## src/rtl/counter_pkg.sv

```systemverilog
// counter_pkg: shared definitions for the counter sequencer slice.
//   state_e       - sequencer FSM states (IDLE, RUN, HOLD, DONE)
//   MODE_ONESHOT  - Mode value for a single count followed by Done
//   MODE_PERIODIC - Mode value for auto-reload counting
package counter_pkg;

  typedef enum logic [1:0] {
    ST_IDLE = 2'd0,
    ST_RUN  = 2'd1,
    ST_HOLD = 2'd2,
    ST_DONE = 2'd3
  } state_e;

  localparam logic MODE_ONESHOT  = 1'b0;
  localparam logic MODE_PERIODIC = 1'b1;

endpackage : counter_pkg

```

## src/rtl/counter_core.sv

```systemverilog
// counter_core: WIDTH-bit binary counter register.
// Ports:
//   Clk   in  - rising-edge clock
//   Rst_n in  - asynchronous active-low reset (Count -> 0)
//   Clr   in  - synchronous clear, takes priority over En
//   En    in  - increment enable (modulo 2^WIDTH)
//   Count out - registered counter value
module counter_core #(
  parameter int WIDTH = 4
) (
  input  logic             Clk,
  input  logic             Rst_n,
  input  logic             Clr,
  input  logic             En,
  output logic [WIDTH-1:0] Count
);
  import counter_pkg::*;

  logic [WIDTH-1:0] count_d;
  logic [WIDTH-1:0] count_q;

  // Next-count selection: clear beats increment, otherwise hold.
  always_comb begin
    count_d = count_q;
    if (Clr) begin
      count_d = {WIDTH{1'b0}};
    end else if (En) begin
      count_d = count_q + {{(WIDTH-1){1'b0}}, 1'b1};
    end else begin
      count_d = count_q;
    end
  end

  // Counter register.
  always_ff @(posedge Clk or negedge Rst_n) begin
    if (!Rst_n) begin
      count_q <= {WIDTH{1'b0}};
    end else begin
      count_q <= count_d;
    end
  end

  assign Count = count_q;

endmodule : counter_core

```

## src/rtl/counter_sequencer.sv

```systemverilog
// counter_sequencer: FSM that starts, pauses, stops and terminates a count
// against a limit latched at Start, in one-shot or periodic mode.
// Ports:
//   Clk, Rst_n  - clock and asynchronous active-low reset
//   Start       - begin a count (honoured only in IDLE)
//   Stop        - abort the count (highest priority)
//   Pause       - level-sensitive freeze of Count
//   Mode        - 0 one-shot, 1 periodic (latched at Start)
//   Limit       - terminal count value (latched at Start)
//   Count       - current counter value
//   Busy        - high in every state except IDLE
//   Tick        - pulse in the terminal-count cycle
//   Done        - pulse on one-shot completion
module counter_sequencer #(
  parameter int WIDTH = 4
) (
  input  logic             Clk,
  input  logic             Rst_n,
  input  logic             Start,
  input  logic             Stop,
  input  logic             Pause,
  input  logic             Mode,
  input  logic [WIDTH-1:0] Limit,
  output logic [WIDTH-1:0] Count,
  output logic             Busy,
  output logic             Tick,
  output logic             Done
);
  import counter_pkg::*;

  state_e           state_d, state_q;
  logic [WIDTH-1:0] limit_d, limit_q;
  logic             mode_d, mode_q;
  logic             clr_s;
  logic             en_s;
  logic             at_limit_s;

  counter_core #(.WIDTH(WIDTH)) u_core (
    .Clk   (Clk),
    .Rst_n (Rst_n),
    .Clr   (clr_s),
    .En    (en_s),
    .Count (Count)
  );

  assign at_limit_s = (Count == limit_q);

  // Next-state, latched-parameter and counter-control decode.
  always_comb begin
    state_d = state_q;
    limit_d = limit_q;
    mode_d  = mode_q;
    clr_s   = 1'b0;
    en_s    = 1'b0;
    case (state_q)
      ST_IDLE: begin
        clr_s = 1'b1;
        if (Start) begin
          limit_d = Limit;
          mode_d  = Mode;
          state_d = ST_RUN;
        end else begin
          state_d = ST_IDLE;
        end
      end
      ST_RUN: begin
        if (Stop) begin
          clr_s   = 1'b1;
          state_d = ST_IDLE;
        end else if (Pause) begin
          state_d = ST_HOLD;
        end else if (at_limit_s) begin
          clr_s   = 1'b1;
          state_d = (mode_q == MODE_PERIODIC) ? ST_RUN : ST_DONE;
        end else begin
          en_s = 1'b1;
        end
      end
      ST_HOLD: begin
        if (Stop) begin
          clr_s   = 1'b1;
          state_d = ST_IDLE;
        end else if (!Pause) begin
          // Back to RUN with the held value; the increment happens from RUN.
          state_d = ST_RUN;
        end else begin
          state_d = ST_HOLD;
        end
      end
      ST_DONE: begin
        clr_s   = 1'b1;
        state_d = ST_IDLE;
      end
      default: begin
        clr_s   = 1'b1;
        state_d = ST_IDLE;
      end
    endcase
  end

  // State and latched limit/mode registers.
  always_ff @(posedge Clk or negedge Rst_n) begin
    if (!Rst_n) begin
      state_q <= ST_IDLE;
      limit_q <= {WIDTH{1'b0}};
      mode_q  <= MODE_ONESHOT;
    end else begin
      state_q <= state_d;
      limit_q <= limit_d;
      mode_q  <= mode_d;
    end
  end

  // Tick depends on live Stop/Pause so an abort or freeze suppresses it
  // in the same cycle.
  assign Busy = (state_q != ST_IDLE);
  assign Tick = (state_q == ST_RUN) && at_limit_s && !Stop && !Pause;
  assign Done = (state_q == ST_DONE);

endmodule : counter_sequencer
```

## config.mk

```make
export PLATFORM = sky130hd
export DESIGN_NAME = counter_sequencer
export DESIGN_NICKNAME = d
export VERILOG_FILES = /design/src/rtl/counter_pkg.sv /design/src/rtl/counter_core.sv /design/src/rtl/counter_sequencer.sv
export SDC_FILE = /design/constraint.sdc
export NUM_CORES = 1
export LEC_CHECK = 0
export BUFFER_PORTS_ARGS = -buffer_cell sky130_fd_sc_hd__buf_2
export CORE_UTILIZATION = 39
export CTS_CLUSTER_SIZE = 28
export DETAILED_ROUTE_END_ITERATION = 12
export GPL_ROUTABILITY_DRIVEN = 0
export PLACE_DENSITY = 0.66
export SYNTH_ARGS = -nofsm -noshare
export SYNTH_HDL_FRONTEND = slang
export SYNTH_HIERARCHICAL = 1
export SYNTH_SLANG_ARGS = --single-unit
```

## constraint.sdc

```tcl
create_clock -name Clk -period 2 [get_ports Clk]
set_input_delay 0.1 -clock Clk [delete_from_list [all_inputs] [get_ports Clk]]
set_output_delay 0.1 -clock Clk [all_outputs]
set_load 0.01 [all_outputs]
```

==> summary.md, run 1 <==
| Metric | Value |
|---|---|
| Maximum number of pins on one net before global-route repair | 12 |
| Endpoints failing setup | 0 |
| Count of cells along the worst hold path | 2 |
| Total clock buffers created by CTS | 3 |
| Gates resized, CTS repair | 0 |
| # port buffers | 16 |
| Effective utilization at floorplan | 0.428 |
| Setup repair after global routing missed its margin | no |
| Total routed wirelength | around 1200 µm |
| Number of levels in the clock H-tree | 1 |
| Placed Cells | 94 |
| Post-layout minimum cycle time | 1.87 ns |
| Flop and latch count out of synthesis | 11 |
| Ports placed on the boundary | 17 |
| Sequential-to-total area share from yosys stat | 0.417 |
| Post-Synthesis Cells | 59 |
| Logic pwr share | 0.404 |
| Count of pins over their slew limit | 0 |
| Max-Cap Viols | 0 |
| Worst vdd rail ir drop | roughly 550 µV |
| Via Count | 500 |
| Number of antenna violations at the first check in global routing | 0 |
| TritonCTS clock tree | built |
| Antenna-violating nets left | 0 |
| Vias per Instance | 5.05 |
| GR Overflow Total | 0 |
| Final Skew | 0.00397 ns |
| Switching pwr | 0.277 mW |
| Total Neg Setup Slack | 0 ns |
| Max Buffers Root-to-Sink | 2 |
| Syn Std Cell Area | 659 µm² |
| Leak | 0.436 nW |
| Post-synthesis to final-layout area growth | 24.3% |
| R2R cell count | 7 |
| Chip Height | approximately 43 µm |
| Slew of the pin with the lowest slew margin | 0.312 ns |
| Pre-Repair DR Iteration Count | 2 |
| GRT Resource Usage Total | 0.152 |
| Fin. Hold Viols | 0 |
| Die outline area | ~1900 µm² |
| Site row count | 14 |
| Upper clock frequency limit | 535 MHz |
| Remaining max-slew budget at the tightest pin | 0.790 |
| Detailed Route Iter0 Violations | 1 |
| Post-detail-place hpwl | 954 µm |
| Critical path data required time | 2.15 ns |
| Hold WC Path Type | input pin to flop |
| Sort of element at the end of the critical path | flop |
| Post-synth cell types | 23 |
| Die W | 43.1 µm |
| Global-route wire length before repair | ~2000 µm |
| Highest net fanout along the worst path | 4 |
| Net Count, Synth | 75 |
| PD cells | between 900 and 1000 nW/µm² |
| Count of placed standard cells in the final layout, fillers left out | 99 |
| Standard cell area after detailed placement | 782 µm² |
| Clock transition at the registers of the reported paths | about 0.07 ns |
| Part of the power in registers | 0.408 |
| Arrival time reported for the critical path endpoint | 2.03 ns |
| Area of the core region | approximately 1500 µm² |
| Clk sinks | 11 |
| Layout Cell Area excl Fill | 820 µm² |
| Via count of the first global-routing pass | 468 |
| Detailed-route DRC error count | 0 |
| Power share of the clock group | 0.188 |
| Run status | complete, no violations |
| # nets final | 100 |
| Category of the most critical setup path | flop to flop |
| Later-pin clock latency in the skew report | about 0.27 ns |
| Routed length per instance | around 12 µm |
| Syn_area_per_cell | 11.2 µm² |
| Cell internal pwr | 0.519 mW |
| CP startpoint kind | flop |
| Tcrit/Tclk final | 0.935 |
| Share of layout cells above drive strength 1 | 0.398 |
| Number of antenna cells inserted | 0 |
| Clk Tree Root Cell | clkbuf_4 |
| Share of total power consumed by net switching | 0.348 |
| Yosys Warn Count | 6 |
power by group through the flow:
stage | Combinational, mW | Sequential (mW) | Clock (mW)
floorplan | 0.225 | 0.321 | 0
global placement | 0.317 | 0.327 | 0
detailed placement | 0.323 | 0.330 | 0
CTS | 0.325 | 0.325 | 0.159
global route | 0.360 | 0.334 | 0.169
finish | 0.322 | 0.325 | 0.150
cell usage in the layout (no fill, tap or decap):
cell           instances
nor3_1                 1
nor2_1                 4
nor4_1                 1
inv_1                  6
xnor2_1                1
nand2_1                2
nand3b_1               1
nor2b_1                1
dlygate4sd3_1          1
or3_4                  1
nor3b_1                1
mux2i_1                2
a22oi_1                1
nor4_2                 1
a21oi_1                3
buf_2                 16
clkbuf_4               3
clkinv_2               1
xor2_1                 4
dfrtp_1               11
a21bo_2                1
mux2_2                 5
nand2b_1               2
a31oi_1                1
nand4_1                1
buf_4                  3
ha_1                   6
mux2_4                 2
cell usage after synthesis, drive strengths merged:
| cell | count | area [µm²] |
|---|---|---|
| nor3b | 1 | 7.51 |
| a21bo | 1 | 10.0 |
| nand4 | 1 | 6.26 |
| a22oi | 1 | 7.51 |
| dfrtp | 11 | 275 |
| mux2 | 7 | 86.3 |
| nand2 | 2 | 7.51 |
| or3 | 1 | 11.3 |
| a31oi | 1 | 6.26 |
| a21oi | 3 | 15.0 |
| nor3 | 1 | 5.00 |
| xor2 | 4 | 35.0 |
| nor2b | 1 | 6.26 |
| nand3b | 1 | 7.51 |
| mux2i | 2 | 20.0 |
| nor4 | 2 | 18.8 |
| ha | 6 | 75.1 |
| xnor2 | 1 | 8.76 |
| nor2 | 4 | 15.0 |
| inv | 6 | 22.5 |
| nand2b | 2 | 12.5 |
sequential cells by signal, indices dropped and copies added, names as in the netlist:
register	count
mode_q	1
u_core/Count	4
limit_q	4
state_q	2
stage by stage:
stage | power, mW | setup slack, ns | util | hold WS, ns
2_1_floorplan | 0.546 | 0.157 | - | -0.196
3_3_place_gp | 0.644 | 0.202 | 0.507 | -0.0211
3_5_place_dp | 0.652 | 0.142 | 0.507 | -0.0184
4_1_cts | 0.809 | 0.125 | 0.532 | 0.0476
5_1_grt | 0.862 | 0.0350 | 0.532 | 0.0366
6_report | 0.796 | 0.130 | 0.532 | 0.0555
metal layers:
| metal | GRT usage | part of all wire | vias up |
|---|---|---|---|
| met5 | 0 | 0 | - |
| met4 | 0.0545 | 0.0076 | 0 |
| met3 | 0.0766 | 0.049 | 2 |
| met2 | 0.233 | 0.48 | 9 |
| met1 | 0.183 | 0.46 | 236 |
| li1 | - | - | 253 |
area by class of cell:
class | count | area, µm²
fillers | 146 | 722
well taps | 16 | 20.0
inverters | 6 | 22.5
clock buffers | 3 | 22.5
repair buffers | 20 | 113
flip-flops and latches | 11 | 275
multi-input cells | 42 | 362
clock inverters | 1 | 5.00
final timing paths:
check                                        from                           to  slack (ns)
setup / recovery           state_q[1]$_DFFE_PN0P_  u_core/Count[3]$_DFFE_PN0P_        0.13
hold / removal                               Mode           mode_q$_DFFE_PN0P_        0.06
setup reg to reg           state_q[1]$_DFFE_PN0P_  u_core/Count[3]$_DFFE_PN0P_        0.13
hold reg to reg                mode_q$_DFFE_PN0P_           mode_q$_DFFE_PN0P_        0.52
max in group asynchronous                   Rst_n  u_core/Count[1]$_DFFE_PN0P_        1.59
min in group asynchronous                   Rst_n       limit_q[3]$_DFFE_PN0P_        0.22
timing repair:
item / CTS / global route
setup buffers: 0 / 0
hold endpoints to repair: 11 / 0
hold buffers: 1 / 0
cell families (layout without fill, tap and decap cells):
family          Yosys count  after routing  share of synthesized area
simple gates             16             16                      0.148
flops                    11             11                      0.417
mux                       9              9                      0.161
fa+ha+maj                 6              6                      0.114
compound gates            6              6                     0.0588
buf+inv                   6             30                     0.0342
xor+xnor                  5              5                     0.0664
worst max-delay path, cell delays in order, from the launching register on:
cell and delay [ns]:
dfrtp_1 0.41, inv_1 0.12, ha_1 0.22, nand2b_1 0.10, or3_4 0.40, inv_1 0.08, nand4_1 0.11, mux2_4 0.31
Note: power is estimated with default switching activity, not from simulation.
==> run 2: changes to the inputs <==
- PLACE_DENSITY: 0.66 -> not set
==> run 2 against run 1 <==
- sequential cell count unchanged
- utilization is 0.16 points higher
- power up 0.71%
- highest routed layer is now met3
- non-clock buffer count did not move
- sequential share of layout area down 0.10 points
- sequential power hardly changed
- combinational power barely moved
- die area unchanged
==> summary.md, run 2 (synthesis gave the netlist of run 1 again) <==
| Metric | Value |
|---|---|
| Pre-Repair DR Iteration Count | 3 (+1) |
| Run status | complete, no violations |
| CP startpoint kind | flop |
| Leak | 0.435 nW (-0.26%) |
| Slew of the pin with the lowest slew margin | 0.315 ns (+0.00271 ns) |
| Routed length per instance | 11.9 µm (+0.34%) |
| Post-detail-place hpwl | 923 µm (-3.3%) |
| Max Buffers Root-to-Sink | 2 (unchanged) |
| Design Power | 0.802 mW (+0.71%) |
| Hold WC Path Type | input pin to flop |
| # port buffers | 16 (unchanged) |
| Via count of the first global-routing pass | 443 (-5.3%) |
| Fin Hold WS | 0.0478 ns (-0.00776 ns) |
| GR Util met2 | 0.233 (unchanged) |
| Fraction of met1 tracks used by global routing | 0.176 (-0.00680) |
| Setup repair after global routing missed its margin | no |
| Vias per Instance | 4.96 (-1.8%) |
| Number of antenna cells inserted | 0 (unchanged) |
| Number of levels in the clock H-tree | 1 (unchanged) |
| Die outline area | 1860 µm² (unchanged) |
| Clk Tree Root Cell | clkbuf_4 |
| Kind of cell adding the most delay to the critical path | simple AND/OR/NAND/NOR gates |
| Fin. Hold Viols | 0 (unchanged) |
| Upper clock frequency limit | 532 MHz (-0.42%) |
| Maximum number of pins on one net before global-route repair | 12 (unchanged) |
| Effective utilization at floorplan | 0.428 (unchanged) |
| Commonest cells after routing, fill and taps aside | 16 x buf_2, 11 x dfrtp_1, 6 x inv_1 |
| TritonCTS clock tree | built |
| Highest net fanout along the worst path | 4 (unchanged) |
| Post-layout minimum cycle time | 1.88 ns (+0.00781 ns) |
| Most common cell after layout, fill and taps aside | buf_2 |
| Area of the core region | 1540 µm² (unchanged) |
| Detailed-route DRC error count | 0 (unchanged) |
| Crit path cell chain | inv_1 -> ha_2 -> nand2b_1 -> or3_4 -> inv_1 -> nand4_1 -> mux2_4 |
| Total clock buffers created by CTS | 3 (unchanged) |
| Utilization after layout | 0.533 (+0.00162) |
| Chip Height | 43.1 µm (unchanged) |
| Clk sinks | 11 (unchanged) |
| Arrival time reported for the critical path endpoint | 2.04 ns (about the same) |
| Worst vdd rail ir drop | 556 µV (+0.67%) |
| GRT Resource Usage Total | 0.148 (-0.00391) |
| Post-CTS repair timing setup buffer count | 0 (unchanged) |
| Later-pin clock latency in the skew report | 0.27 ns (about the same) |
| Detailed Route Iter0 Violations | 9 (+8) |
| Total Neg Setup Slack | 0 ns (unchanged) |
| Via Count | 491 (-1.8%) |
| Ports placed on the boundary | 17 (unchanged) |
| Minimum setup slack in the final design | 0.122 ns (-0.00781 ns) |
| Slowest CP cell | dfrtp_1 |
| Fraction of met3 tracks used by global routing | 0.0809 (+0.00426) |
| Count of buffer and inverter cells on the critical path | 2 (unchanged) |
| Clock transition at the registers of the reported paths | 0.08 ns (about the same) |
| Final Skew | 0.00651 ns (+0.00254 ns) |
| Sort of element at the end of the critical path | flop |
| Global routing's busiest layer | met2 |
| Number of antenna violations at the first check in global routing | 0 (unchanged) |
| Setup WS pre-CTS | 0.113 ns (-0.0287 ns) |
| Post-synthesis to final-layout area growth | 24.7% |
| Total routed wirelength | 1180 µm (+0.34%) |
| # nets final | 100 (unchanged) |
| Max-Cap Viols | 0 (unchanged) |
| Global-route wire length before repair | 1970 µm (-1.7%) |
| Count of pins over their slew limit | 0 (unchanged) |
| Critical path data required time | 2.16 ns (about the same) |
| CP dominant cell by count | inv_1 |
| PD cells | 975 nW/µm² (+0.40%) |
| Endpoints failing setup | 0 (unchanged) |
| Die W | 43.1 µm (unchanged) |
| Share of layout cells above drive strength 1 | 0.410 (+0.0120) |
| Category of the most critical setup path | flop to flop |
| Antenna-violating nets left | 0 (unchanged) |
| Tcrit/Tclk final | 0.939 (+0.00390) |
| Stage delay of the slowest cell on the critical path | 0.41 ns (about the same) |
| Remaining max-slew budget at the tightest pin | 0.788 (-0.00182) |
| Site row count | 14 (unchanged) |
| GR Overflow Total | 0 (unchanged) |
-- run 2: changes by cell type in the layout (fill, tap and decap cells not counted) --
cell / delta
ha_1: -1
ha_2: +1
-- run 2: path summary, 6_finish.rpt --
| check | from | end | slack, ns | cells after the start |
|---|---|---|---|---|
| max in group asynchronous | Rst_n | u_core/Count[3]$_DFFE_PN0P_ | 1.58 | 2 |
| hold / removal | Limit[3] | limit_q[3]$_DFFE_PN0P_ | 0.05 | 2 |
| min in group asynchronous | Rst_n | limit_q[2]$_DFFE_PN0P_ | 0.21 | 2 |
| setup / recovery | state_q[1]$_DFFE_PN0P_ | u_core/Count[3]$_DFFE_PN0P_ | 0.12 | 7 |
| hold reg to reg | mode_q$_DFFE_PN0P_ | mode_q$_DFFE_PN0P_ | 0.53 | 1 |
| setup reg to reg | state_q[1]$_DFFE_PN0P_ | u_core/Count[3]$_DFFE_PN0P_ | 0.12 | 7 |
-- run 2: what timing repair did --
action / 4_1_cts / 5_1_grt
gates resized for setup: 0 / 1
hold buffers: 1 / 0
endpoints found under the hold margin: 11 / 0
setup endpoints to repair: 0 / 1
-- run 2: cell type report --
cell class,instances,area [µm²]
fillers,158,719
well taps,16,20.0
flip-flops and latches,11,275
inverters,6,22.5
clock inverters,1,5.00
repair buffers,20,113
multi-input cells,42,364
clock buffers,3,22.5
-- run 2: power breakdown --
group	leakage [nW]	internal (mW)	total, mW	switching [mW]
registers	0.140	0.281	0.323	0.0413
logic	0.277	0.165	0.322	0.157
clock network	0.0177	0.0741	0.157	0.0827
-- run 2: layer usage --
metal	wire, µm	vias to the layer above	share of wire
li1	-	250	-
met1	550	230	0.47
met2	555	11	0.47
met3	76	0	0.064
met4	0	0	0
met5	0	-	0
-- run 2: metrics by stage --
step | cells | cell area (µm²)
after global routing | 99 | 822
after CTS | 99 | 820
after floorplan | 59 | 659
after detailed placement | 94 | 782
final | 99 | 822
after global placement | 94 | 782
==> run 3: changes to the inputs <==
- ABC_AREA: not set -> 1
==> run 3 against run 2 <==
- combinational power is 11% lower
- sequential power decreased by 6%
- critical path type unchanged
- first-iteration DRC count up 11%
- clock power hardly changed
==> summary.md, run 3 <==
| Metric | Value |
|---|---|
| Crit path cell chain | inv_1 -> ha_1 -> nand2_1 -> nor2_1 -> nand2_2 -> inv_1 -> nor2_2 -> nor2_4 -> nand3_1 -> nand2_1 -> nor2_1 |
| Sequential-to-total area share from yosys stat | 0.390 (-0.0274) |
| Post-Synthesis Cells | 97 (+64%) |
| Adder and majority gate portion of the synthesized area | 0.106 (-0.00747) |
| Critical path data required time | 2.16 ns (about the same) |
| CP startpoint kind | flop |
| Clock transition at the registers of the reported paths | 0.07 ns (about the same) |
| Minimum setup slack in the final design | 0.276 ns (+0.154 ns) |
| Worst vdd rail ir drop | 403 µV (-27%) |
| Syn Std Cell Area | 706 µm² (+7.0%) |
| Number of antenna cells inserted | 0 (unchanged) |
| Flop and latch count out of synthesis | 11 (unchanged) |
| Standard cell area after detailed placement | 817 µm² (+4.5%) |
| Synth Area in XOR/XNOR | 0 (-0.0664) |
| Dominant synthesized flop cell | dfrtp_1 |
| Remaining max-slew budget at the tightest pin | 0.826 (+0.0372) |
| Reg area | 275 µm² (unchanged) |
| Filler cell count in the final layout | 187 (+18%) |
| Total Neg Setup Slack | 0 ns (unchanged) |
| Maximum number of pins on one net before global-route repair | 12 (unchanged) |
| Post-synthesis to final-layout area growth | 20.9% |
| Sort of element at the end of the critical path | flop |
| Layout Cell Area excl Fill | 853 µm² (+3.8%) |
| Number of antenna violations at the first check in global routing | 0 (unchanged) |
| Area of the core region | 1710 µm² (+11%) |
| Net Count, Synth | 113 (+51%) |
| Post-synthesis cell type with the largest combined area | dfrtp_1 |
| Simple logic cell fraction of the synthesized area | 0.309 (+0.161) |
| Top-area cell type share of the netlist area | 0.390 (-0.0274) |
| Utilization after layout | 0.500 (-0.0336) |
| Count of buffer and inverter cells on the critical path | 2 (unchanged) |
| Max Buffers Root-to-Sink | 2 (unchanged) |
| Slowest CP cell | dfrtp_1 |
| Kind of cell adding the most delay to the critical path | simple AND/OR/NAND/NOR gates |
| Routed length per instance | 9.45 µm (-21%) |
| Most common cell after layout, fill and taps aside | nand2_1 |
| Detailed-route DRC error count | 0 (unchanged) |
| EDFF count, synth | 0 (unchanged) |
| # port buffers | 16 (unchanged) |
| Stage delay of the slowest cell on the critical path | 0.42 ns (about the same) |
| Die W | 44.5 µm (+3.3%) |
| Via Count | 653 (+33%) |
| Chip Height | 44.5 µm (+3.3%) |
| Total clock buffers created by CTS | 3 (unchanged) |
| Commonest cells after routing, fill and taps aside | 23 x nand2_1, 18 x inv_1, 16 x buf_2 |
| Ports placed on the boundary | 17 (unchanged) |
| Site row count | 15 (+1) |
| Endpoints failing setup | 0 (unchanged) |
| Multiplexer share of the synthesized area | 0.0160 (-0.145) |
| Cell types with the largest area share after synthesis | dfrtp_1 39%, nand2_1 12%, ha_1 11% |
| Tcrit/Tclk final | 0.862 (-0.0770) |
| Largest family of logic cells by synthesized area | simple AND/OR/NAND/NOR gates |
| Post-detail-place hpwl | 1060 µm (+15%) |
| Slew of the pin with the lowest slew margin | 0.261 ns (-0.0532 ns) |
| Yosys Warn Count | 6 (unchanged) |
| Vias per Instance | 4.57 (-7.9%) |
| Global-route wire length before repair | 2290 µm (+16%) |
| Final Skew | 0.000856 ns (-0.00565 ns) |
| Total routed wirelength | 1350 µm (+14%) |
| Via count of the first global-routing pass | 569 (+28%) |
| # nets final | 135 (+35%) |
| Upper clock frequency limit | 580 MHz (+8.9%) |
| Fin. Hold Viols | 0 (unchanged) |
| Setup WS pre-CTS | 0.298 ns (+0.185 ns) |
| Highest net fanout along the worst path | 5 (+1) |
| Dominant cell by count in the synthesized netlist | nand2_1 |
| Share of layout cells above drive strength 1 | 0.237 (-0.172) |
| TritonCTS clock tree | built |
| Max-Cap Viols | 0 (unchanged) |
| Hold WC Path Type | input pin to flop |
| Number of levels in the clock H-tree | 1 (unchanged) |
| Effective utilization at floorplan | 0.413 (-0.0146) |
| Fraction of registers with async set or reset after synthesis | 1.00 (unchanged) |
| Arrival time reported for the critical path endpoint | 1.89 ns (-0.15 ns) |
| Detailed Route Iter0 Violations | 10 (+1) |
| Multi-input combinational cell area | 363 µm² (-0.34%) |
| Synth top cells by count | 23 x nand2_1, 18 x inv_1, 14 x nor2_1, 11 x dfrtp_1, 8 x a21oi_1 |
| Post-synth cell types | 13 (-43%) |
| Leak | 0.496 nW (+14%) |
| Gates resized, CTS repair | 0 (unchanged) |
| Clk Tree Root Cell | clkbuf_4 |
| Fin Hold WS | 0.0569 ns (+0.00912 ns) |
| Count of pins over their slew limit | 0 (unchanged) |
| Clk sinks | 11 (unchanged) |
| Antenna-violating nets left | 0 (unchanged) |
| Die outline area | 1980 µm² (+6.7%) |
| GR Overflow Total | 0 (unchanged) |
| Setup repair after global routing missed its margin | no |
| Post-layout minimum cycle time | 1.72 ns (-0.154 ns) |
| Category of the most critical setup path | flop to flop |
| Compound-Gate Fraction of Synth Area | 0.0833 (+0.0245) |
| PD cells | 874 nW/µm² (-10%) |
| Run status | complete, no violations |
| Syn_area_per_cell | 7.28 µm² (-35%) |
| GRT Resource Usage Total | 0.163 (+0.0145) |
| Later-pin clock latency in the skew report | 0.27 ns (about the same) |
| Pre-Repair DR Iteration Count | 4 (+1) |
[run 3: cell count changes after synthesis, sizes merged, moves of 2 or more]
cell | previous run | this run
a21oi | 3 | 9
inv | 6 | 18
mux2 | 7 | 1
mux2i | 2 | 0
nand2 | 2 | 26
nand2b | 2 | 0
nand3 | 0 | 6
nor2 | 4 | 18
nor4 | 2 | 0
o21ai | 0 | 2
xor2 | 4 | 0
[run 3: cell families (layout without fill, tap and decap cells)]
kind of cell / Yosys count / in the layout
and+or+nand+nor: 50 / 50
adders and majority gates: 6 / 6
DFF: 11 / 11
AOI/OAI and AO/OA: 11 / 11
muxes: 1 / 1
buffers and inverters: 18 / 39
[run 3: cell type report]
cell class,instances,share of cell area
Timing Repair Buffer,17,0.106
Clock buffer,4,0.0308
Tap cell,25,0.0367
Sequential cell,11,0.323
Multi-Input combinational cell,68,0.425
Inverter,18,0.0792
[run 3: power by group]
| part | switching [mW] | internal, mW | leakage [nW] |
|---|---|---|---|
| sequential | 0.0355 | 0.269 | 0.137 |
| clock | 0.0765 | 0.0772 | 0.0150 |
| combinational | 0.177 | 0.112 | 0.344 |
[run 3: routing by layer]
layer,vias to the layer above,GRT usage,part of all wire
met5,-,0,0
met4,0,0.109,0.0074
met3,2,0.0245,0.036
met2,15,0.262,0.47
met1,295,0.200,0.48
li1,341,-,-
[run 3: worst paths after layout]
check	from	to	slack [ns]	cells past startpoint
worst max-delay path	state_q[1]$_DFFE_PN0P_	u_core/Count[3]$_DFFE_PN0P_	0.28	11
worst min-delay path	Limit[3]	limit_q[3]$_DFFE_PN0P_	0.06	2
worst max register to register	state_q[1]$_DFFE_PN0P_	u_core/Count[3]$_DFFE_PN0P_	0.28	11
worst min register to register	mode_q$_DFFE_PN0P_	mode_q$_DFFE_PN0P_	0.52	2
max in group asynchronous	Rst_n	limit_q[2]$_DFFE_PN0P_	1.56	2
min in group asynchronous	Rst_n	limit_q[0]$_DFFE_PN0P_	0.23	2
[run 3: repair_timing]
action                    4_1_cts  5_1_grt
buffers inserted                0        0
hold buffers                    1        0
hold endpoints to repair       11        0
[run 3: stage by stage]
stage / power [mW] / cells
floorplan: 0.522 / 97
global placement: 0.591 / 138
detailed placement: 0.599 / 138
CTS: 0.757 / 143
global route: 0.821 / 143
finish: 0.746 / 143
